$ cat src/rtl/mem_access_unit.sv
// MEM-stage load/store engine: req/ack data bus with byte lanes, load alignment, sign extension and timeout.
// Optional define MEM_ALIGN_CHECK_EN faults misaligned word/half accesses without touching the bus.
module mem_access_unit #(
  parameter int ADDR_W  = 32,
  parameter int TIMEOUT = 16
) (
  input  logic              clk,
  input  logic              reset,
  input  logic [1:0]        mem_read,
  input  logic [1:0]        mem_write,
  input  logic [ADDR_W-1:0] addr,
  input  logic [31:0]       wdata,
  output logic [31:0]       rdata,
  output logic              stall,
  output logic              done,
  output logic              fault,
  output logic              bus_req,
  output logic              bus_we,
  output logic [ADDR_W-3:0] bus_addr,
  output logic [3:0]        bus_be,
  output logic [31:0]       bus_wdata,
  input  logic [31:0]       bus_rdata,
  input  logic              bus_ack
);

  localparam int CNT_W = ($clog2(TIMEOUT + 1) > 5) ? $clog2(TIMEOUT + 1) : 5;

  typedef enum logic [1:0] {S_IDLE, S_REQ, S_DONE} state_e;
  typedef enum logic [1:0] {SZ_NONE = 2'b00, SZ_WORD = 2'b01, SZ_BYTE = 2'b10, SZ_HALF = 2'b11} size_e;

  state_e            state_q;
  size_e             size_q;
  logic [1:0]        off_q;
  logic [CNT_W-1:0]  cnt_q;
  logic [31:0]       rdata_q;
  logic              done_q;
  logic              fault_q;
  logic              bus_req_q;
  logic              bus_we_q;
  logic [ADDR_W-3:0] bus_addr_q;
  logic [3:0]        bus_be_q;
  logic [31:0]       bus_wdata_q;

  logic        cmd_d;
  logic        we_d;
  size_e       code_d;
  logic [3:0]  be_d;
  logic [31:0] wdata_d;
  logic        misalign_d;
  logic [7:0]  byte_d;
  logic [15:0] half_d;
  logic [31:0] load_d;

  // A write command takes priority when Control raises both read and write.
  always_comb begin
    cmd_d   = (mem_read != 2'b00) || (mem_write != 2'b00);
    we_d    = (mem_write != 2'b00);
    code_d  = size_e'(we_d ? mem_write : mem_read);
    be_d    = 4'b0000;
    wdata_d = wdata;
    case (code_d)
      SZ_WORD: be_d = 4'b1111;
      SZ_HALF: begin
        be_d    = addr[1] ? 4'b1100 : 4'b0011;
        wdata_d = {2{wdata[15:0]}};
      end
      SZ_BYTE: begin
        be_d    = 4'b0001 << addr[1:0];
        wdata_d = {4{wdata[7:0]}};
      end
      default: be_d = 4'b0000;
    endcase
`ifdef MEM_ALIGN_CHECK_EN
    misalign_d = ((code_d == SZ_WORD) && (addr[1:0] != 2'b00)) ||
                 ((code_d == SZ_HALF) && addr[0]);
`else
    misalign_d = 1'b0;
`endif
  end

  always_comb begin
    byte_d = bus_rdata[7:0];
    case (off_q)
      2'd0: byte_d = bus_rdata[7:0];
      2'd1: byte_d = bus_rdata[15:8];
      2'd2: byte_d = bus_rdata[23:16];
      2'd3: byte_d = bus_rdata[31:24];
      default: byte_d = bus_rdata[7:0];
    endcase
    half_d = off_q[1] ? bus_rdata[31:16] : bus_rdata[15:0];
    case (size_q)
      SZ_BYTE: load_d = {{24{byte_d[7]}}, byte_d};
      SZ_HALF: load_d = {{16{half_d[15]}}, half_d};
      default: load_d = bus_rdata;
    endcase
  end

  // Bus fields are loaded on entry to REQ and zeroed on exit so they are 0 whenever no request is open.
  always_ff @(posedge clk) begin
    if (reset) begin
      state_q     <= S_IDLE;
      size_q      <= SZ_NONE;
      off_q       <= 2'b00;
      cnt_q       <= '0;
      rdata_q     <= '0;
      done_q      <= 1'b0;
      fault_q     <= 1'b0;
      bus_req_q   <= 1'b0;
      bus_we_q    <= 1'b0;
      bus_addr_q  <= '0;
      bus_be_q    <= 4'b0000;
      bus_wdata_q <= '0;
    end else begin
      case (state_q)
        S_IDLE: begin
          done_q  <= 1'b0;
          fault_q <= 1'b0;
          if (cmd_d) begin
            size_q <= code_d;
            off_q  <= addr[1:0];
            cnt_q  <= '0;
            if (misalign_d) begin
              state_q <= S_DONE;
              done_q  <= 1'b1;
              fault_q <= 1'b1;
              rdata_q <= '0;
            end else begin
              state_q     <= S_REQ;
              bus_req_q   <= 1'b1;
              bus_we_q    <= we_d;
              bus_addr_q  <= addr[ADDR_W-1:2];
              bus_be_q    <= be_d;
              bus_wdata_q <= we_d ? wdata_d : 32'h0;
            end
          end
        end
        S_REQ: begin
          if (bus_ack || (cnt_q == CNT_W'(TIMEOUT - 1))) begin
            state_q     <= S_DONE;
            done_q      <= 1'b1;
            fault_q     <= !bus_ack;
            rdata_q     <= (bus_ack && !bus_we_q) ? load_d : 32'h0;
            bus_req_q   <= 1'b0;
            bus_we_q    <= 1'b0;
            bus_addr_q  <= '0;
            bus_be_q    <= 4'b0000;
            bus_wdata_q <= '0;
          end else begin
            cnt_q <= cnt_q + 1'b1;
          end
        end
        S_DONE: begin
          state_q <= S_IDLE;
          done_q  <= 1'b0;
          fault_q <= 1'b0;
        end
        default: state_q <= S_IDLE;
      endcase
    end
  end

  assign stall     = ((state_q == S_IDLE) && cmd_d) || (state_q == S_REQ);
  assign rdata     = rdata_q;
  assign done      = done_q;
  assign fault     = fault_q;
  assign bus_req   = bus_req_q;
  assign bus_we    = bus_we_q;
  assign bus_addr  = bus_addr_q;
  assign bus_be    = bus_be_q;
  assign bus_wdata = bus_wdata_q;

endmodule

$ cat config.mk
export PLATFORM = sky130hd
export DESIGN_NAME = mem_access_unit
export DESIGN_NICKNAME = d
export VERILOG_FILES = /design/src/rtl/mem_access_unit.sv
export SDC_FILE = /design/constraint.sdc
export NUM_CORES = 1
export LEC_CHECK = 0
export ABC_AREA = 0
export CAP_MARGIN = 30
export CORE_UTILIZATION = 35
export DETAILED_ROUTE_END_ITERATION = 8
export HOLD_SLACK_MARGIN = 0.02
export PLACE_DENSITY_LB_ADDON = 0.05
export SYNTH_ARGS = -nofsm -noshare
export SYNTH_HDL_FRONTEND = slang
export SYNTH_SLANG_ARGS = --single-unit
$ cat constraint.sdc
create_clock -name clk -period 3.97 [get_ports clk]
set_clock_uncertainty 0.1 [all_clocks]
set_input_delay 0.9925 -clock clk [delete_from_list [all_inputs] [get_ports clk]]
set_output_delay 0.9925 -clock clk [all_outputs]
set_load 0.1 [all_outputs]
==> impl_metrics.env <==
export IMPL_setup_tns_ps=0
export IMPL_fp_coreArea_sq_um=14700
export IMPL_combPwrFrac=0.296
export IMPL_fin_ws_ps=393
export IMPL_crit_start="mem_write[1]"
export IMPL_drt_total_wl_mm=16.7
export IMPL_die_x_um=125
export IMPL_numCtsBuffers=17
export IMPL_post_drt_wl_per_cell_um=16.4
export IMPL_peakVddDrop_mv=0.350
export IMPL_setup_violations=0
export IMPL_worstPathArrival_ps=2480
export IMPL_grt_pass1_wl_mm=27.0
export IMPL_area_growth_syn_to_layout_pct=51.1
export IMPL_cts_resized=0
export IMPL_critPathKind="in -> out"
export IMPL_antenna_found_initial=0
export IMPL_num_rows=44
export IMPL_gp_congestion=0.814
export IMPL_drc=14
export IMPL_path_clk_slew_ps=50
export IMPL_overflow=0
export IMPL_cts_sink_count=113
export IMPL_internal_power_w=0.00269
export IMPL_synthArstFlopShare=0
export IMPL_required_ps=2880
export IMPL_htree_levels=4
export IMPL_synth_edf_count=0
export IMPL_post_synth_inst_count=645
export IMPL_ant_nets=0
export IMPL_postCtsHoldBufs=0
export IMPL_start_util=0.362
export IMPL_layout_drive_gt1_share=0.0743
export IMPL_antenna_cells=0
export IMPL_drv_cap=0
export IMPL_rr_startpoint="cnt_q[0]"
export IMPL_critPathLaunchType="input port"
export IMPL_drt_first_pass_iters=9
export IMPL_crit_chain="clkdlybuf4s50_1, or4_4, nand2_2, nand2_1, buf_12"
export IMPL_cts_tree="yes"
export IMPL_ys_warnings_count=0
export IMPL_fin_crit_sh=0.901
export IMPL_post_dp_hpwl_mm=11.8
export IMPL_drtIter0Drc=289
export IMPL_worstHoldPathType="reg -> reg"
export IMPL_p_leak_nw=3.06
export IMPL_violations="DRC"
export IMPL_slew_limit_headroom=0.311
export IMPL_cts_buffer_depth=2
export IMPL_hold_viol_final=0
export IMPL_dieHeight_um=125
export IMPL_port_buffers=205
export IMPL_clkPwrFrac=0.392
export IMPL_grt_max_degree=45
export IMPL_grt_pass1_vias=5392
export IMPL_grtUsageTotal=0.215
export IMPL_hp_start="rdata[25]"
export IMPL_syn_avg_cell_area_sq_um=8.25
export IMPL_register_area_sq_um=2260
export IMPL_die_area_sq_um=15700
export IMPL_dp_cells=989
export IMPL_p_per_area_nw_per_um2=513
export IMPL_netlist_area_sq_um=5320
export IMPL_critPathCaptureType="output pin"
export IMPL_clk_latency_ps=410
export IMPL_multi_input_area_sq_um=2630
export IMPL_pre_cts_slack_ps=376
export IMPL_switchingPower_w=0.00143
export IMPL_nFillCells=1395
export IMPL_clock_fmax_mhz=280
export IMPL_path_max_fanout=9
export IMPL_swShare=0.347
export IMPL_ys_types=54
export IMPL_slew_violations=0
export IMPL_rsz0062_at_grt="false"
export IMPL_p_seq_frac=0.312
export IMPL_cts_setup_buffers=0
export IMPL_vias=5411
export IMPL_nets=929
export IMPL_syn_nets=750
export IMPL_cpMaxStageDelayCell="or4_4"
export IMPL_min_period_ps=3580
export IMPL_critPathMaxStageDelay_ps=530
export IMPL_synth_seq_cells=113
export IMPL_ys_dominant_reg_cell="dfxtp_1"
export IMPL_final_cell_count_no_fill=1018
export IMPL_outcome="complete, but fails checks"
export IMPL_root_buffer="clkbuf_16"
export IMPL_pin_count=206
export IMPL_drt_vias_per_instance=5.32
export IMPL_worstMarginPinSlew_ps=1030
export IMPL_yosysSeqAreaShare=0.425
## worst max-delay path, delay by kind of cell
| family | cells | cell delay [ps] |
|---|---|---|
| AND/OR/NAND/NOR | 3 | 840 |
| buffers and inverters | 2 | 640 |
## power by group through the flow
stage                     combinational [W]  clock, W  sequential (W)
after global placement              0.00121         0         0.00131
after floorplan                    0.000338         0         0.00185
after CTS                           0.00122   0.00165         0.00129
after detailed placement            0.00122         0         0.00131
after global routing                0.00128   0.00170         0.00130
final                               0.00122   0.00162         0.00129
## cells in the mapped netlist, types with 2 or more instances
master	number	area, sq um
a21oi_1	66	330
o21a_1	7	52.6
a21boi_0	14	105
nand2_1	57	214
o2bb2ai_1	16	140
o21ai_0	36	180
mux2i_1	12	120
buf_6	8	90.1
o22ai_1	7	43.8
o31ai_1	7	52.6
xor2_1	2	17.5
and3_1	9	56.3
and3b_1	7	61.3
a22oi_1	8	60.1
ha_1	2	25.0
buf_2	10	50.1
a221oi_1	30	263
nand3_1	8	40.0
nor2_1	77	289
buf_1	2	7.51
nand2b_1	11	68.8
inv_1	37	139
nor3_2	3	30.0
and2_1	3	18.8
a2111o_1	7	78.8
clkbuf_1	39	146
nor2b_1	9	56.3
a211oi_1	12	90.1
dfxtp_1	113	2260
a21o_1	2	15.0
## registers in the layout (all words and copies together) (netlist names)
name	cells
bus_be	4
size_q	2
rdata	32
bus_wdata	32
state_q	2
bus_we	1
cnt_q	5
bus_addr	30
bus_req	1
off_q	2
done	1
fault	1
## stage by stage
| step | util | instance area [sq um] | hold WS (ps) | total power [W] |
|---|---|---|---|---|
| after floorplan | - | 5320 | 364 | 0.00218 |
| after global placement | 0.504 | 7410 | 336 | 0.00252 |
| after detailed placement | 0.504 | 7410 | 342 | 0.00253 |
| after CTS | 0.547 | 8040 | 353 | 0.00416 |
| after global routing | 0.547 | 8040 | 373 | 0.00429 |
| final | 0.547 | 8040 | 348 | 0.00413 |
## cell usage in the layout (no fill, tap or decap), types with 7 or more instances in the layout
master and count:
a2111o_1 7, a211oi_1 12, a21boi_0 14, a21oi_1 66, a221oi_1 30, a22oi_1 8
and3_1 9, and3b_1 7, buf_4 18, clkbuf_16 17, clkdlybuf4s50_1 199, dfxtp_1 113
inv_1 37, mux2i_1 12, nand2_1 57, nand2b_1 11, nand3_1 8, nor2_1 77
nor2b_1 8, o21a_1 7, o21ai_0 36, o22ai_1 7, o2bb2ai_1 16, o31ai_1 7
## layout make-up
type                       instances  share of cell area
sequential                       113               0.281
tap                              184              0.0286
clock inverter                     5              0.0156
inverter                          37              0.0173
clock buffer                      24              0.0624
multi-input combinational        436               0.327
timing repair buffer             219               0.268
## cell families (layout without fill, tap and decap cells)
group,count (synthesis),count (layout),share of synthesized area
flops,113,113,0.425
simple gates,197,197,0.176
buf+inv,96,285,0.0814
mux,13,13,0.0247
xor+xnor,2,2,0.00329
fa+ha+maj,2,2,0.00470
compound gates,222,222,0.285
## layer usage
| metal | global-route usage | share of wire | routed length, um | vias to the layer above |
|---|---|---|---|---|
| li1 | - | - | - | 2640 |
| met1 | 0.262 | 0.45 | 7520 | 2556 |
| met2 | 0.351 | 0.46 | 7660 | 188 |
| met4 | 0.0875 | 0.020 | 333 | 0 |
| met3 | 0.0685 | 0.073 | 1220 | 27 |
| met5 | 0 | 0 | 0 | - |
## final timing paths
kind / slack (ps) / endpoint / depth (start not counted)
setup reg to reg: 1340 / bus_be[1] / 8
setup / recovery: 390 / stall / 5
hold reg to reg: 350 / rdata[25] / 2
hold / removal: 350 / rdata[25] / 2
(Power assumes the default switching activity.)
